===== config.mk =====
export PLATFORM = sky130hd
export DESIGN_NAME = branch_predict_unit
export DESIGN_NICKNAME = d
export VERILOG_FILES = /design/src/rtl/rv32i_pkg.sv /design/src/rtl/bht_counter_array.sv /design/src/rtl/branch_predict_unit.sv
export SDC_FILE = /design/constraint.sdc
export NUM_CORES = 1
export LEC_CHECK = 0
export CORE_MARGIN = 2
export CORE_UTILIZATION = 55
export DETAILED_ROUTE_END_ITERATION = 10
export GPL_TIMING_DRIVEN = 0
export PLACE_DENSITY = 0.8
export SYNTH_ARGS = -nofsm -noshare
export SYNTH_HDL_FRONTEND = slang
export SYNTH_SLANG_ARGS = --single-unit

===== constraint.sdc =====
create_clock -name clk -period 3.2 [get_ports clk]
set_input_delay 0.32 -clock clk [delete_from_list [all_inputs] [get_ports clk]]
set_output_delay 0.32 -clock clk [all_outputs]
set_load 0.02 [all_outputs]

===== src/rtl/rv32i_pkg.sv =====
// rv32i_pkg: branch funct3 encodings, 2-bit predictor states and saturating counter step
package rv32i_pkg;
  localparam logic [2:0] F3_BEQ  = 3'b000;
  localparam logic [2:0] F3_BNE  = 3'b001;
  localparam logic [2:0] F3_BLT  = 3'b100;
  localparam logic [2:0] F3_BGE  = 3'b101;
  localparam logic [2:0] F3_BLTU = 3'b110;
  localparam logic [2:0] F3_BGEU = 3'b111;
  typedef enum logic [1:0] {SNT = 2'b00, WNT = 2'b01, WT = 2'b10, ST = 2'b11} ctr_e;
  function automatic logic [1:0] ctr_next(input logic [1:0] c, input logic taken);
    return taken ? ((c == ST) ? c : c + 2'd1) : ((c == SNT) ? c : c - 2'd1);
  endfunction
endpackage


===== src/rtl/bht_counter_array.sv =====
// bht_counter_array: 2-bit saturating counters, async read port, sync write port (clk, rst_n, rd_idx_i/rd_ctr_o, we_i/wr_idx_i/wr_taken_i)
module bht_counter_array
  import rv32i_pkg::*;
#(
  parameter int         ENTRIES  = 64,
  parameter logic [1:0] CTR_INIT = 2'b01,
  localparam int        IW       = $clog2(ENTRIES)
) (
  input  logic          clk,
  input  logic          rst_n,
  input  logic [IW-1:0] rd_idx_i,
  output logic [1:0]    rd_ctr_o,
  input  logic          we_i,
  input  logic [IW-1:0] wr_idx_i,
  input  logic          wr_taken_i
);
  logic [1:0] ctr_q [ENTRIES];
  logic [1:0] ctr_d;
  assign ctr_d    = ctr_next(ctr_q[wr_idx_i], wr_taken_i);
  assign rd_ctr_o = ctr_q[rd_idx_i];
  always_ff @(posedge clk or negedge rst_n) begin
    if (!rst_n) begin
      for (int i = 0; i < ENTRIES; i++) ctr_q[i] <= CTR_INIT;
    end else if (we_i) begin
      ctr_q[wr_idx_i] <= ctr_d;
    end
  end
endmodule


===== src/rtl/branch_predict_unit.sv =====
// branch_predict_unit: bimodal predictor at fetch, branch resolve/mispredict at execute, saturating perf counters
module branch_predict_unit
  import rv32i_pkg::*;
#(
  parameter int         XLEN        = 32,
  parameter int         BHT_ENTRIES = 64,
  parameter logic [1:0] CTR_INIT    = 2'b01
) (
  input  logic            clk,
  input  logic            rst_n,
  input  logic [XLEN-1:0] if_pc,
  output logic            pred_taken,
  input  logic            ex_valid,
  input  logic            ex_stall,
  input  logic [XLEN-1:0] ex_pc,
  input  logic            ex_branch,
  input  logic            ex_jump,
  input  logic [2:0]      ex_funct3,
  input  logic            ex_zero,
  input  logic            ex_less,
  input  logic            ex_lessu,
  input  logic            ex_pred_taken,
  output logic            pc_src,
  output logic            mispredict,
  output logic            illegal_branch,
  output logic [31:0]     branch_cnt,
  output logic [31:0]     mispredict_cnt
);
  localparam int IW = $clog2(BHT_ENTRIES);
  logic        cond, reserved, we;
  logic [1:0]  rd_ctr;
  logic [31:0] branch_cnt_q, branch_cnt_d, mispredict_cnt_q, mispredict_cnt_d;
  logic        unused_bits;
  always_comb begin
    cond = (ex_funct3 == F3_BEQ)  ?  ex_zero  :
           (ex_funct3 == F3_BNE)  ? ~ex_zero  :
           (ex_funct3 == F3_BLT)  ?  ex_less  :
           (ex_funct3 == F3_BGE)  ? ~ex_less  :
           (ex_funct3 == F3_BLTU) ?  ex_lessu :
           (ex_funct3 == F3_BGEU) ? ~ex_lessu : 1'b0;
    reserved       = ex_funct3[2:1] == 2'b01;
    illegal_branch = ex_valid & ex_branch & ~ex_jump & reserved;
    pc_src         = ex_valid & (ex_jump | (ex_branch & cond));
    mispredict     = ex_valid & (ex_branch | ex_jump) & ~illegal_branch & (pc_src ^ ex_pred_taken);
    // jumps are always taken, so they never train the counters
    we             = ex_valid & ex_branch & ~ex_jump & ~reserved & ~ex_stall;
    branch_cnt_d   = (ex_valid & (ex_branch | ex_jump) & ~ex_stall & ~&branch_cnt_q) ?
                     branch_cnt_q + 32'd1 : branch_cnt_q;
    mispredict_cnt_d = (mispredict & ~ex_stall & ~&mispredict_cnt_q) ?
                       mispredict_cnt_q + 32'd1 : mispredict_cnt_q;
  end
  always_ff @(posedge clk or negedge rst_n) begin
    if (!rst_n) begin
      branch_cnt_q     <= '0;
      mispredict_cnt_q <= '0;
    end else begin
      branch_cnt_q     <= branch_cnt_d;
      mispredict_cnt_q <= mispredict_cnt_d;
    end
  end
  bht_counter_array #(.ENTRIES(BHT_ENTRIES), .CTR_INIT(CTR_INIT)) u_bht (
    .clk        (clk),
    .rst_n      (rst_n),
    .rd_idx_i   (if_pc[IW+1:2]),
    .rd_ctr_o   (rd_ctr),
    .we_i       (we),
    .wr_idx_i   (ex_pc[IW+1:2]),
    .wr_taken_i (pc_src)
  );
  assign pred_taken     = rd_ctr[1];
  assign branch_cnt     = branch_cnt_q;
  assign mispredict_cnt = mispredict_cnt_q;
  assign unused_bits    = ^{if_pc[XLEN-1:IW+2], if_pc[1:0], ex_pc[XLEN-1:IW+2], ex_pc[1:0], rd_ctr[0]};
endmodule

; After elaboration in Yosys (flattened, before gate mapping)
; Index checks and enable logic that the tools add are counted.
[word_totals]
register_bits = 192
input_bits = 77
output_inout_bits = 68
elab_cells = 131
[op_classes]
n_eq_ne = 7
bitwise_logic = 26
reduce_logical = 7
magnitude_cmp = 3
add_sub_neg = 4
n_mux = 18
[op_table]
columns = cell, count
row1 = 128-bit bitwise mux, 1
row2 = "32-bit by 1-bit adder with 32-bit output, second input constant", 2
row3 = 32-bit AND reduction, 2
row4 = 2-bit binary-select mux with 6-bit select, 2
row5 = 2-bit 2-to-1 mux, 8
row6 = 1-bit AND, 14
row7 = "7-bit >= comparator, second input constant", 2
row8 = 6-bit inverter with 7-bit output, 2
row9 = 2-bit demux with 6-bit select, 1
row10 = "3-bit equality test, second input constant", 4
row11 = "7-bit by 1-bit less-than comparator with 1-bit output, second input constant", 1
row12 = 1-bit inverter, 7
row13 = 1-bit 2-to-1 mux, 6
row14 = "3-bit by 1-bit equality test with 1-bit output, second input constant", 1
row15 = 3-bit zero test, 1
row16 = "2-bit by 1-bit adder with 2-bit output, second input constant", 1
row17 = "2-bit by 1-bit equality test with 1-bit output, second input constant", 1
row18 = "2-bit equality test, second input constant", 1
row19 = 1-bit zero test, 2
row20 = 2-bit zero test, 1
row21 = 1-bit bitwise OR, 2
row22 = "2-bit by 1-bit subtractor with 2-bit output, second input constant", 1
row23 = 1-bit logical AND, 1
row24 = 1-bit XOR, 1

; Depth between registers and ports, before layout
[logic_depth]
depth_word = 14
depth_mapped = 12
mapped_depth_nobuf = 8

; Modules after synthesis
; Synthesis repeated with hierarchy kept, for this count alone.
[hier_totals]
hier_cells = 1023
area_unflattened_um2 = 10890.4
[by_module_without_submodules]
columns = module, instances, cells_each, area_each_um2, seq_area_each_um2
row1 = bht_counter_array, 1, 691, 7492.2, 3283.1
row2 = branch_predict_unit, 1, 332, 3398.3, 1601.5

; Worst setup path before layout
; OpenSTA, ideal clock, no wires.
[synth_path]
path_kind = input port to output port
from = input port if_pc[2]
to = output port pred_taken
cell_stages = 5
n_path_buf = 2
path_slack_ps = 324
arrival_ps = 2556
required_time_ps = 2880
path_cell_list = clkbuf_1 buf_2 mux4_2 mux4_2 mux4_2
[synth_between]
elab_chain_cells = 4
[synth_rtl]
columns = item, line_no
row1 = "start, declared", branch_predict_unit.sv:11  ; input logic [XLEN-1:0] if_pc,
row2 = 6-bit inverter with 7-bit output (implied by the code), bht_counter_array.sv:20  ; assign rd_ctr_o = ctr_q[rd_idx_i];
row3 = 2-bit binary-select mux with 6-bit select, bht_counter_array.sv:20
row4 = 2-bit 2-to-1 mux (implied by the code) (2 in a row), bht_counter_array.sv:20
row5 = "end, declared", branch_predict_unit.sv:12  ; output logic pred_taken,
; Every way passes these cells. The select of a mux whose other input is x is not followed.

; Worst setup path after layout
[layout_path]
from = input port ex_pc[2]
to = register u_bht.ctr_q[17] in the netlist's numbering
[layout_between]
elab_chain_cells = 8
elab_cells_between_ends = 17
cone_classes = 2 x add/sub / 2 x order compare / 1 x eq/ne / 9 x mux / 1 x bitwise / 2 x reduce/logical
[layout_rtl]
columns = item, line_no
row1 = "start, declared", branch_predict_unit.sv:15  ; input logic [XLEN-1:0] ex_pc,
row2 = 6-bit inverter with 7-bit output (implied by the code) *, "bht_counter_array.sv:19, bht_counter_array.sv:25"
row3 = 2-bit binary-select mux with 6-bit select, bht_counter_array.sv:19  ; assign ctr_d = ctr_next(ctr_q[wr_idx_i], wr_taken_i);
row4 = 2-bit 2-to-1 mux (implied by the code) (2 in a row), bht_counter_array.sv:19
row5 = "2-bit by 1-bit subtractor with 2-bit output, or another cell as far along", rv32i_pkg.sv:11  ; return taken ? ((c == ST) ? c : c + 2'd1) : ((c == SNT) ? c : c - 2'd1);
row6 = 2-bit 2-to-1 mux (2 in a row), rv32i_pkg.sv:11
row7 = 128-bit bitwise mux *, bht_counter_array.sv:25  ; ctr_q[wr_idx_i] <= ctr_d;
row8 = "end signal, assigned by index", bht_counter_array.sv:25
row9 = "end, declared", bht_counter_array.sv:17  ; logic [1:0] ctr_q [ENTRIES];
; Every way passes the cells marked *; elsewhere a longest branch is shown, timed or not. The select of a mux whose other input is x is not followed.
; A chain may end at the register's enable or synchronous reset.

==> impl_metrics.env <==
export IMPL_cts_buffers=17
export IMPL_setup_viol=0
export IMPL_r2r_start="u_bht.ctr_q[64]"
export IMPL_drt_iter0_markers=768
export IMPL_grt_max_degree=115
export IMPL_initial_core_util_pct=56.4
export IMPL_final_antenna_net_count=0
export IMPL_worstSetupPathType="in2reg"
export IMPL_synth_nets=973
export IMPL_met1_length_um=11100
export IMPL_ys_types=65
export IMPL_hp_start="branch_cnt[10]"
export IMPL_top_layer="met4"
export IMPL_num_antenna_cells=0
export IMPL_drive_above_1_share_pct=24.5
export IMPL_cp_max_fo=10
export IMPL_hold_ws_ns=0.492
export IMPL_max_stage_delay_ns=0.50
export IMPL_fin_crit_sh_pct=94.9
export IMPL_die_h_um=140
export IMPL_rsz0062_at_grt="no"
export IMPL_vias=7778
export IMPL_hpwlAfterDp_um=17900
export IMPL_hold_path_class="reg2reg"
export IMPL_reg2reg_setup_slack_ns=0.32
export IMPL_yosysSeqAreaShare_pct=48.1
export IMPL_rr_worst_depth=9
export IMPL_clk_latency_ns=0.45
export IMPL_track_usage_pct=28.2
export IMPL_powerDensity_nw_per_um2=473
export IMPL_end_kind="register"
export IMPL_grt_pass1_vias=7857
export IMPL_design_die_area_um2=19600
export IMPL_htree_levels=4
export IMPL_worstSetupEndpoint="u_bht.ctr_q[17]"
export IMPL_synth_main_ff_cell="dfrtp_1"
export IMPL_syn_area_um2=10200
export IMPL_crit_top_cell="buf_4"
export IMPL_wl_met2_um=11900
export IMPL_required_ns=3.51
export IMPL_crit_chain="clkdlybuf4s50_1 > buf_4 > buf_2 > clkbuf_2 > nor3b_1 > a2111oi_0 > nand4_1 > nor4_4 > maj3_2 > buf_4 > buf_4 > a21oi_1"
export IMPL_drc=0
export IMPL_ir_drop_mv=0.501
export IMPL_start_kind="input port"
export IMPL_synth_edf_count=0
export IMPL_status="completed"
export IMPL_max_slew_margin_rel_pct=41.1
export IMPL_p_leak_nw=5.09
export IMPL_rows=49
export IMPL_yosysWarnings=0
export IMPL_io_buffers=86
export IMPL_dr_wl_met3_um=2580
export IMPL_finalCriticalPeriod_ns=3.04
export IMPL_r2r_end="u_bht.ctr_q[17]"
export IMPL_post_cts_buffers=0
export IMPL_clk_pin_slew_ns=0.08
export IMPL_skew_ns=0.0102
export IMPL_syn_inst=894
export IMPL_report_power_total_mw=5.66
export IMPL_cts_root_buf="clkbuf_16"
export IMPL_clk_path_buf_depth=2
export IMPL_grt_ovfl_total=0
export IMPL_antenna_found_initial=1
export IMPL_cp_startpoint="ex_pc[2]"
export IMPL_slowest_stage="clkdlybuf4s50_1"
export IMPL_place_inst=1210
export IMPL_grt_pass1_wl_um=43300
export IMPL_cts_tree="built"
export IMPL_tightest_slew_ns=0.884
export IMPL_wl_per_cell_um=21.4
export IMPL_cp_data_arrival_time_ns=3.35
export IMPL_io_pins=145
export IMPL_gp_congestion=0.954
export IMPL_cts_sinks=192
export IMPL_drt_pass1_iter_count=5
export IMPL_core_um2=18000
export IMPL_synth_area_per_cell_um2=11.4
export IMPL_synthArstFlopShare_pct=100
export IMPL_final_nets=1080
export IMPL_ys_ff_latch=192
export IMPL_die_w_um=140
export IMPL_tns_ns=0
export IMPL_vias_per_cell=6.26
export IMPL_wl_um=26600
export IMPL_drv_slew=0
export IMPL_max_freq_mhz=329
export IMPL_maxCapViolations=0
export IMPL_hold_viol=0
export IMPL_area_delta_synth_final_pct=17.9
export IMPL_fin_cells=1243
export IMPL_fillCellCount=1364
[cell usage in the layout, fill, tap and decap left out, types with 28 or more instances in the layout]
cell type / n
dfrtp_1: 128
mux2_4: 60
dfstp_2: 64
nand2_1: 45
nor2_1: 163
clkdlybuf4s50_1: 84
xor2_1: 35
mux4_2: 34
xnor2_1: 28
a21oi_1: 67
[final cells by class]
| cell class | instances | area, um2 | share of cell area, % |
|---|---|---|---|
| Tap cell | 229 | 287 | 2.39 |
| Sequential cell | 192 | 4880 | 40.8 |
| Clock buffer | 18 | 439 | 3.67 |
| Buffer | 44 | 309 | 2.58 |
| Timing Repair Buffer | 88 | 902 | 7.53 |
| Clock inverter | 14 | 164 | 1.37 |
| Inverter | 12 | 45.0 | 0.376 |
| Multi-Input combinational cell | 646 | 4940 | 41.3 |
[metrics by stage]
stage          util [%]  instance area, um2  setup WS (ns)
5_1_grt            66.4               12000         0.0270
2_1_floorplan         -               10200          0.324
6_report           66.4               12000          0.164
3_3_place_gp       62.7               11300          -6.00
3_5_place_dp       62.9               11300         -0.619
4_1_cts            66.4               12000          0.143
[state kept, by name, indices dropped and copies added (netlist names)]
register        count
mispredict_cnt     32
branch_cnt         32
u_bht.ctr_q       128
[power breakdown]
part	internal, mW	switching (mW)	leakage, nW
sequential	2.55	0.129	2.40
clock	1.14	1.05	0.298
combinational	0.353	0.438	2.39
total	4.05	1.62	5.09
[cell families (layout without fill, tap and decap cells)]
logic type	count (synthesis)	count (layout)	synth area share, %
simple gates	343	343	16.3
flops	192	192	48.1
compound gates	113	113	6.90
mux	123	123	19.4
fa+ha+maj	4	4	0.493
buf+inv	56	176	3.34
xor+xnor	63	63	5.43
[metal layers]
layer | GRT usage, % | vias up
met4 | 9.74 | 0
li1 | - | 3427
met1 | 38.4 | 3849
met3 | 9.71 | 96
met5 | 0 | -
met2 | 42.8 | 406
[how the worst min path moves through the flow]
stage                           end  cells past startpoint
floorplan             branch_cnt[0]                      0
global placement     branch_cnt[10]                      1
detailed placement  u_bht.ctr_q[89]                      1
CTS                  branch_cnt[29]                      1
global route         branch_cnt[29]                      1
finish               branch_cnt[10]                      1
[synth_stat cells, types with 5 or more instances]
library cell | instances | area share, %
a21oi_1 | 67 | 3.3
a221oi_1 | 9 | 0.78
a22oi_1 | 5 | 0.37
and2_1 | 5 | 0.31
and3_1 | 14 | 0.86
and3b_1 | 5 | 0.43
and4_1 | 8 | 0.69
buf_2 | 10 | 0.49
buf_4 | 10 | 0.74
buf_6 | 9 | 1.0
clkbuf_1 | 13 | 0.48
dfrtp_1 | 128 | 32
dfstp_2 | 64 | 17
inv_1 | 11 | 0.41
mux2_2 | 12 | 1.3
mux2_4 | 60 | 8.9
mux2i_1 | 17 | 1.7
mux4_2 | 34 | 7.5
nand2_1 | 45 | 1.7
nand3_1 | 23 | 1.1
nand3b_1 | 5 | 0.37
nand4_1 | 23 | 1.4
nor2_1 | 163 | 6.0
nor2b_1 | 6 | 0.37
nor3_1 | 9 | 0.44
nor3b_1 | 5 | 0.37
nor4_1 | 14 | 0.86
o21ai_0 | 5 | 0.25
xnor2_1 | 28 | 2.4
xor2_1 | 35 | 3.0
[repair_timing]
action	4_1_cts	5_1_grt
hold buffers	1	0
pin swaps	0	0
resized for setup	7	5
endpoints found under the hold margin	22	0
endpoints found under the setup margin	1	120
cloned	0	0
[worst max-delay path, delay by kind of cell]
kind,cells,cell delay [ns]
buffers and inverters,6,1.73
AOI/OAI and AO/OA,2,0.44
and+or+nand+nor,3,0.59
adders and majority gates,1,0.24
(Power assumes the default switching activity.)
